`config.mk`:
```
export PLATFORM = sky130hd
export DESIGN_NAME = jpeg_idct_transpose_rd
export DESIGN_NICKNAME = d
export VERILOG_FILES = /design/src/rtl/jpeg_idct_transpose_rd.sv
export SDC_FILE = /design/constraint.sdc
export NUM_CORES = 1
export LEC_CHECK = 0
export ABC_CLOCK_PERIOD_IN_PS = 2350
export BUFFER_PORTS_ARGS = -buffer_cell sky130_fd_sc_hd__buf_2
export CORE_MARGIN = 8
export CORE_UTILIZATION = 56
export DETAILED_ROUTE_END_ITERATION = 16
export PLACE_DENSITY = 0.79
export SYNTH_ARGS = -nofsm -noshare
export SYNTH_HDL_FRONTEND = slang
export SYNTH_SLANG_ARGS = --single-unit
```
`constraint.sdc`:
```
create_clock -name clk_i -period 2.35 [get_ports clk_i]
set_input_delay 0.235 -clock clk_i [delete_from_list [all_inputs] [get_ports clk_i]]
set_output_delay 0.235 -clock clk_i [all_outputs]
set_load 0.05 [all_outputs]
```
`src/rtl/jpeg_idct_transpose_rd.sv`:
```
// Read-side controller for the 64x16 IDCT transpose RAM: streams one 8x8 block
// out in column-major (or linear) order through a 2-entry skid FIFO.
module jpeg_idct_transpose_rd #(
    parameter int DATA_W    = 16,
    parameter bit TRANSPOSE = 1'b1
) (
    input  logic              clk_i,
    input  logic              rst_i,
    input  logic              start_i,
    output logic [5:0]        ram_addr_o,
    input  logic [DATA_W-1:0] ram_data_i,
    output logic              outport_valid_o,
    output logic [DATA_W-1:0] outport_data_o,
    output logic [5:0]        outport_idx_o,
    output logic              outport_last_o,
    input  logic              outport_accept_i,
    output logic              busy_o,
    output logic              done_o
);

    typedef enum logic [1:0] {IDLE, READ, DRAIN} state_t;

    state_t            state_q;
    logic [5:0]        issueIdx_q;
    logic [5:0]        lastAddr_q;
    logic [5:0]        flightIdx_q;
    logic              inFlight_q;
    logic              busy_q;
    logic              done_q;
    logic [DATA_W-1:0] fifoData_q [2];
    logic [5:0]        fifoIdx_q  [2];
    logic              wrPtr_q;
    logic              rdPtr_q;
    logic [1:0]        fifoCount_q;
    logic [1:0]        fifoCount_d;

    logic              push;
    logic              pop;
    logic              issue;
    logic              lastPop;
    logic [5:0]        issueAddr;

    // A read is only issued when the word it returns is guaranteed a FIFO slot,
    // counting the word already returning from the RAM and this cycle's pop.
    always_comb begin
        push        = inFlight_q;
        pop         = (fifoCount_q != 2'd0) && outport_accept_i;
        issue       = (state_q == READ) &&
                      (({1'b0, fifoCount_q} + {2'b00, inFlight_q}) < (3'd2 + {2'b00, pop}));
        lastPop     = pop && (fifoIdx_q[rdPtr_q] == 6'd63);
        issueAddr   = TRANSPOSE ? {issueIdx_q[2:0], issueIdx_q[5:3]} : issueIdx_q;
        fifoCount_d = fifoCount_q + {1'b0, push} - {1'b0, pop};
    end

    assign ram_addr_o      = issue ? issueAddr : lastAddr_q;
    assign outport_valid_o = (fifoCount_q != 2'd0);
    assign outport_data_o  = fifoData_q[rdPtr_q];
    assign outport_idx_o   = fifoIdx_q[rdPtr_q];
    assign outport_last_o  = outport_valid_o && (fifoIdx_q[rdPtr_q] == 6'd63);
    assign busy_o          = busy_q;
    assign done_o          = done_q;

    // DRAIN lingers through the done cycle so a start coinciding with done is ignored.
    always_ff @(posedge clk_i or posedge rst_i) begin
        if (rst_i) begin
            state_q       <= IDLE;
            issueIdx_q    <= 6'd0;
            lastAddr_q    <= 6'd0;
            flightIdx_q   <= 6'd0;
            inFlight_q    <= 1'b0;
            busy_q        <= 1'b0;
            done_q        <= 1'b0;
            fifoData_q[0] <= '0;
            fifoData_q[1] <= '0;
            fifoIdx_q[0]  <= 6'd0;
            fifoIdx_q[1]  <= 6'd0;
            wrPtr_q       <= 1'b0;
            rdPtr_q       <= 1'b0;
            fifoCount_q   <= 2'd0;
        end else begin
            inFlight_q  <= issue;
            done_q      <= 1'b0;
            fifoCount_q <= fifoCount_d;
            if (issue) begin
                flightIdx_q <= issueIdx_q;
                lastAddr_q  <= issueAddr;
                issueIdx_q  <= issueIdx_q + 6'd1;
            end
            if (push) begin
                fifoData_q[wrPtr_q] <= ram_data_i;
                fifoIdx_q[wrPtr_q]  <= flightIdx_q;
                wrPtr_q             <= ~wrPtr_q;
            end
            if (pop) begin
                rdPtr_q <= ~rdPtr_q;
            end
            case (state_q)
                IDLE: begin
                    if (start_i) begin
                        state_q    <= READ;
                        busy_q     <= 1'b1;
                        issueIdx_q <= 6'd0;
                    end
                end
                READ: begin
                    if (issue && (issueIdx_q == 6'd63)) begin
                        state_q <= DRAIN;
                    end
                end
                DRAIN: begin
                    if (done_q) begin
                        state_q <= IDLE;
                    end else if (lastPop) begin
                        done_q <= 1'b1;
                        busy_q <= 1'b0;
                    end
                end
                default: state_q <= IDLE;
            endcase
        end
    end

endmodule

```
# Word level (Yosys, flattened, before mapping)
# Cells that the tools add are included.
dict set report word_totals {
  output_inout_bits 32
  word_cells 74
  register_bits 71
}
dict set report classes {
  muxes 27
  n_eq_ne 9
  n_addsub 5
  n_lt_le_gt_ge 4
  reduce_logical 11
  bitwise_logic 4
}
# cell count
set op_table {}
lappend op_table {{two-way mux 16 bit} 4}
lappend op_table {{two-way mux 6 bit} 8}
lappend op_table {{bitwise mux 32 bit} 1}
lappend op_table {{demux 16 bit (select 1 bit)} 1}
lappend op_table {{bitwise mux 12 bit} 1}
lappend op_table {{equality test 6 bit, second input constant} 2}
lappend op_table {{inequality test 2 bit, second input constant} 4}
lappend op_table {{adder 6 x 1 -> 6 bit, second input constant} 1}
lappend op_table {{demux 6 bit (select 1 bit)} 1}
lappend op_table {{logical AND 1 bit} 6}
lappend op_table {{two-way mux 1 bit} 6}
lappend op_table {{two-way mux 2 bit} 3}
lappend op_table {{case mux 2 bit (3 select lines)} 1}
lappend op_table {{greater-or-equal comparator 2 bit, second input constant} 2}
lappend op_table {{inverter 1 -> 2 bit} 2}
lappend op_table {{AND reduction 4 bit} 1}
lappend op_table {{nonzero test 2 bit} 2}
lappend op_table {{adder 2 x 1 -> 3 bit} 1}
lappend op_table {{adder 2 x 1 -> 3 bit, first input constant} 1}
lappend op_table {{< comparator 3 bit} 1}
lappend op_table {{AND reduction 3 bit} 1}
lappend op_table {{adder 2 x 1 -> 2 bit} 1}
lappend op_table {{equality test 2 x 1 -> 1 bit, second input constant} 1}
lappend op_table {{equality test 2 bit, second input constant} 1}
lappend op_table {{other kinds (6)} 7}

# Logic depth before layout (Yosys ltp)
dict set report logic_depth {
  ltp_word 9
  ltp_mapped 7
  mapped_depth_nobuf 7
}

# Worst setup path before layout
# No wires, ideal clock.
dict set report synth_path {
  path_kind {reg2out}
  startpoint {register rdPtr_q}
  endpoint {output outport_last_o}
  arrival_time_ps 2096
  slack_ps 19
  path_stages_with_launch 5
  cell_sequence {dfrtp_1 buf_2 nand2b_1 or2_1 a211oi_1}
}
dict set report synth_between {
  elab_chain_len 6
}
# element line_no
set synth_lines {}
lappend synth_lines {{start, declared} 33} ;# logic rdPtr_q;
lappend synth_lines {{start signal, assigned} 95} ;# rdPtr_q <= ~rdPtr_q;
lappend synth_lines {{inverter 1 -> 2 bit (not written as such)} 59} ;# assign outport_last_o = outport_valid_o && (fifoIdx_q[rdPtr_q] == 6'd63);
lappend synth_lines {{two-way mux 6 bit (not written as such) (3 in series)} 59}
lappend synth_lines {{equality test 6 bit} 59}
lappend synth_lines {{logical AND 1 bit} 59}
lappend synth_lines {{end, declared} 15} ;# output logic outport_last_o,
# Every way passes these cells. The select of a mux whose other input is x is not followed.

# Worst setup path after layout
dict set report layout_path {
  startpoint {register inFlight_q}
  endpoint {output ram_addr_o[1]}
}
dict set report layout_between {
  elab_chain_len 4
}
# element line_no
set layout_lines {}
lappend layout_lines {{start, declared} 27} ;# logic inFlight_q;
lappend layout_lines {{start signal, assigned} 81} ;# inFlight_q <= issue;
lappend layout_lines {{adder 2 x 1 -> 3 bit} 49} ;# (({1'b0, fifoCount_q} + {2'b00, inFlight_q}) < (3'd2 + {2'b00, pop}));
lappend layout_lines {{< comparator 3 bit} 49}
lappend layout_lines {{logical AND 1 bit} 48} ;# issue = (state_q == READ) &&
lappend layout_lines {{two-way mux 6 bit} --}
lappend layout_lines {{end, declared} 10} ;# output logic [5:0] ram_addr_o,
# Every way passes these cells.

==> summary.md <==
| Metric | Value |
|---|---|
| Status | finished clean |
| Post-synthesis sequential area ratio | 0.5662 |
| CP Buf/Inv Count | 1 |
| CTS HTree Levels | 3 |
| Std-Cell Rows | 27 |
| Share of the synthesized area in the top cell type | 0.5662 |
| Distinct cells, synth | 39 |
| Die X | 90.86 um |
| Portion of netlist area occupied by mux cells | 0.2859 |
| Final WL | 6.413 mm |
| Setup_tns | 0 ps |
| First-pass GRT wire length | 10.89 mm |
| Nets@finish | 318 |
| DRT antenna net count | 0 |
| Startpoint Class | flop |
| Clock-pin slew on the worst setup and hold paths | around 70 ps |
| Cell taking the most area after synthesis | dfrtp_1 |
| Syn Std Cell Area | 3138 um^2 |
| Slew HR | 0.6086 |
| Post-Synth Adder-Cell Area | 0.01994 |
| Grt total ovfl | 0 |
| Root Driver | clkbuf_8 |
| Area grow syn2layout | 22.65% |
| IO Port Bufs | roughly 50 |
| Yosys warnings | 0 |
| Drt wl/cell | 17.33 um |
| Cells on worst reg2reg path | 8 |
| Clk sink count | a little over 70 |
| Worst-margin pin slew | 581.7 ps |
| Hold worst-path end | fifoData_q[7] |
| Clock skew | 5.805 ps |
| Vias per inst | 5.411 |
| Synth Flop Type | dfrtp_1 |
| Initial antenna violation count | 0 |
| Antenna cell count | 0 |
| DRC | 0 |
| TritonCTS clock tree | built |
| Vias in the first global route | ~2200 |
| Critical path class | flop to output port |
| # IOs | 52 |
| Hold Crit Depth | 2 |
| CP max stage delay | 390 ps |
| XOR/XNOR share of the synthesized area | 0.01116 |
| Async SR Flop Fraction | 1.000 |
| Max-Cap Viols | 0 |
| Crit path max fanout | 4 |
| Vert. Die Dim | 90.86 um |
| Avg Inst Size Synth | 14.01 um^2 |
| Placed Cells | 347 |
| Critical path required time | 2120 ps |
| Total GRT Usage | 0.1658 |
| R2R Path Start | inFlight_q |
| Synthesized Nets | around 250 |
| Post-synth EDFFs | 0 |
| Hold crit path type | primary input to flop |
| Part of the cycle the worst path needs | 0.9739 |
| Total CTS buffers | 9 |
| Final slew viol count | 0 |
| Synth area leaders | dfrtp_1 (57%), mux2_2 (27%), ha_1 (2.0%) |
| Hold_sp | ram_data_i[7] |
| Initial Utilization | 0.5734 |
| CP max-delay cell | dfrtp_1 |
| Final min period | approximately 2300 ps |
| Post-Synth Simple-Gate Area | 0.05742 |
| Synth Register Bits | 71 |
| Final setup vio count | 0 |
| Compound-cell area share of the yosys netlist | 0.03668 |
| Drt first pass iters | 4 |
| Largest net degree at the start of global routing | 35 |
| Post-synth top cells | mux2_2 (75), dfrtp_1 (71), nand2_1 (12), inv_1 (8), ha_1 (5) |
| Initial DRC count | 56 |
| Core area | 5473 um^2 |
| Fmax | approximately 0.44 GHz |
| Die outline area | 8255 um^2 |
| Dominant cell by count in the synthesized netlist | mux2_2 |
| Fin cells | 370 |
| CP cell instances | ha_1 > ha_4 > nor3b_4 > nand2_2 > mux2_2 > buf_4 |
| Max Buffers Root-to-Sink | 2 |
| DP HPWL | 4.350 mm |
| RR Endpoint | issueIdx_q[4] |
| RSZ-0062 raised after global routing | no |
| Crit end category | output port |
| Gate Count Post-Synth | around 220 |
| Flop-to-flop setup slack | 300 ps |
| Arr. time, crit path | 2050 ps |
| GP Congestion | 0.8774 |
| Share of post-route cells with drive strength above 1 | 0.5638 |
| Worst skew pair latency | 340 ps |
| Family with the most delay on the worst path | simple AND/OR/NAND/NOR gates |
| Total number of vias | 2002 |
| Endpoints failing hold | 0 |
| Main combinational cell family by area after synthesis | multiplexers |
cell usage in the layout (no fill, tap or decap), drive strengths merged, types with 2 or more instances in the layout:
cell,n
mux2,77
dfrtp,71
buf,64
nand2,13
clkbuf,11
inv,8
ha,5
nand2b,4
o21ai,4
nor2,3
mux2i,3
xnor2,3
clkinv,3
nand4,2
o31ai,2
nand3,2
clkinvlp,2
or2,2
per-stage QoR:
step	instance area, um^2	util	worst slack, ps	hold WS, ps
6_report	3849	0.7032	61.33	133.4
3_3_place_gp	3550	0.6486	139.5	257.8
2_1_floorplan	3138	-	19.15	385.4
5_1_grt	3849	0.7032	3.164	123.5
3_5_place_dp	3550	0.6486	99.14	252.7
4_1_cts	3824	0.6987	4.245	118.3
how the worst max path moves through the flow:
stage                    from        endpoint  slack, ps  cells after the start
2_1_floorplan         rdPtr_q  outport_last_o         20                      4
3_3_place_gp   fifoCount_q[0]   ram_addr_o[4]        140                      6
6_report           inFlight_q   ram_addr_o[1]         60                      6
3_5_place_dp   fifoCount_q[0]   ram_addr_o[4]        100                      6
4_1_cts            inFlight_q   ram_addr_o[4]          4                      6
5_1_grt            inFlight_q   ram_addr_o[1]          3                      6
cell families after synthesis:
group | count (synthesis)
mux | 80
flops | 71
simple gates | 33
buf+inv | 17
compound gates | 14
fa+ha+maj | 5
xor+xnor | 4
repair_timing:
action | in CTS | in global routing
setup endpoints to repair | 6 | 6
hold buffers | 1 | 0
setup buffers | 5 | 0
pin swaps | 2 | 2
hold endpoints to repair | 17 | 0
cloned | 1 | 0
resized for setup | 6 | 5
state kept, by name, summed over array words and instances (netlist names):
name / flops
busy_o: 1
done_o: 1
fifoCount_q: 2
fifoData_q: 32
fifoIdx_q: 12
flightIdx_q: 6
inFlight_q: 1
issueIdx_q: 6
lastAddr_q: 6
rdPtr_q: 1
state_q: 2
wrPtr_q: 1
metal layers:
layer / share of wire / global-route usage
met3: 0.041 / 0.03824
met1: 0.44 / 0.1850
met4: 0.018 / 0.09004
met2: 0.50 / 0.2862
met5: 0 / 0
area by class of cell:
class / count / area, um^2
inverters: 8 / 30.03
well taps: 72 / 90.09
repair buffers: 66 / 421.7
clock inverters: 6 / 60.06
multi-input cells: 137 / 1333
flip-flops and latches: 71 / 1777
clock buffers: 10 / 137.6
fillers: 403 / 1624
Power is not shown: default switching activity piles up to over one toggle a cycle in this logic, so the estimate is an artifact.
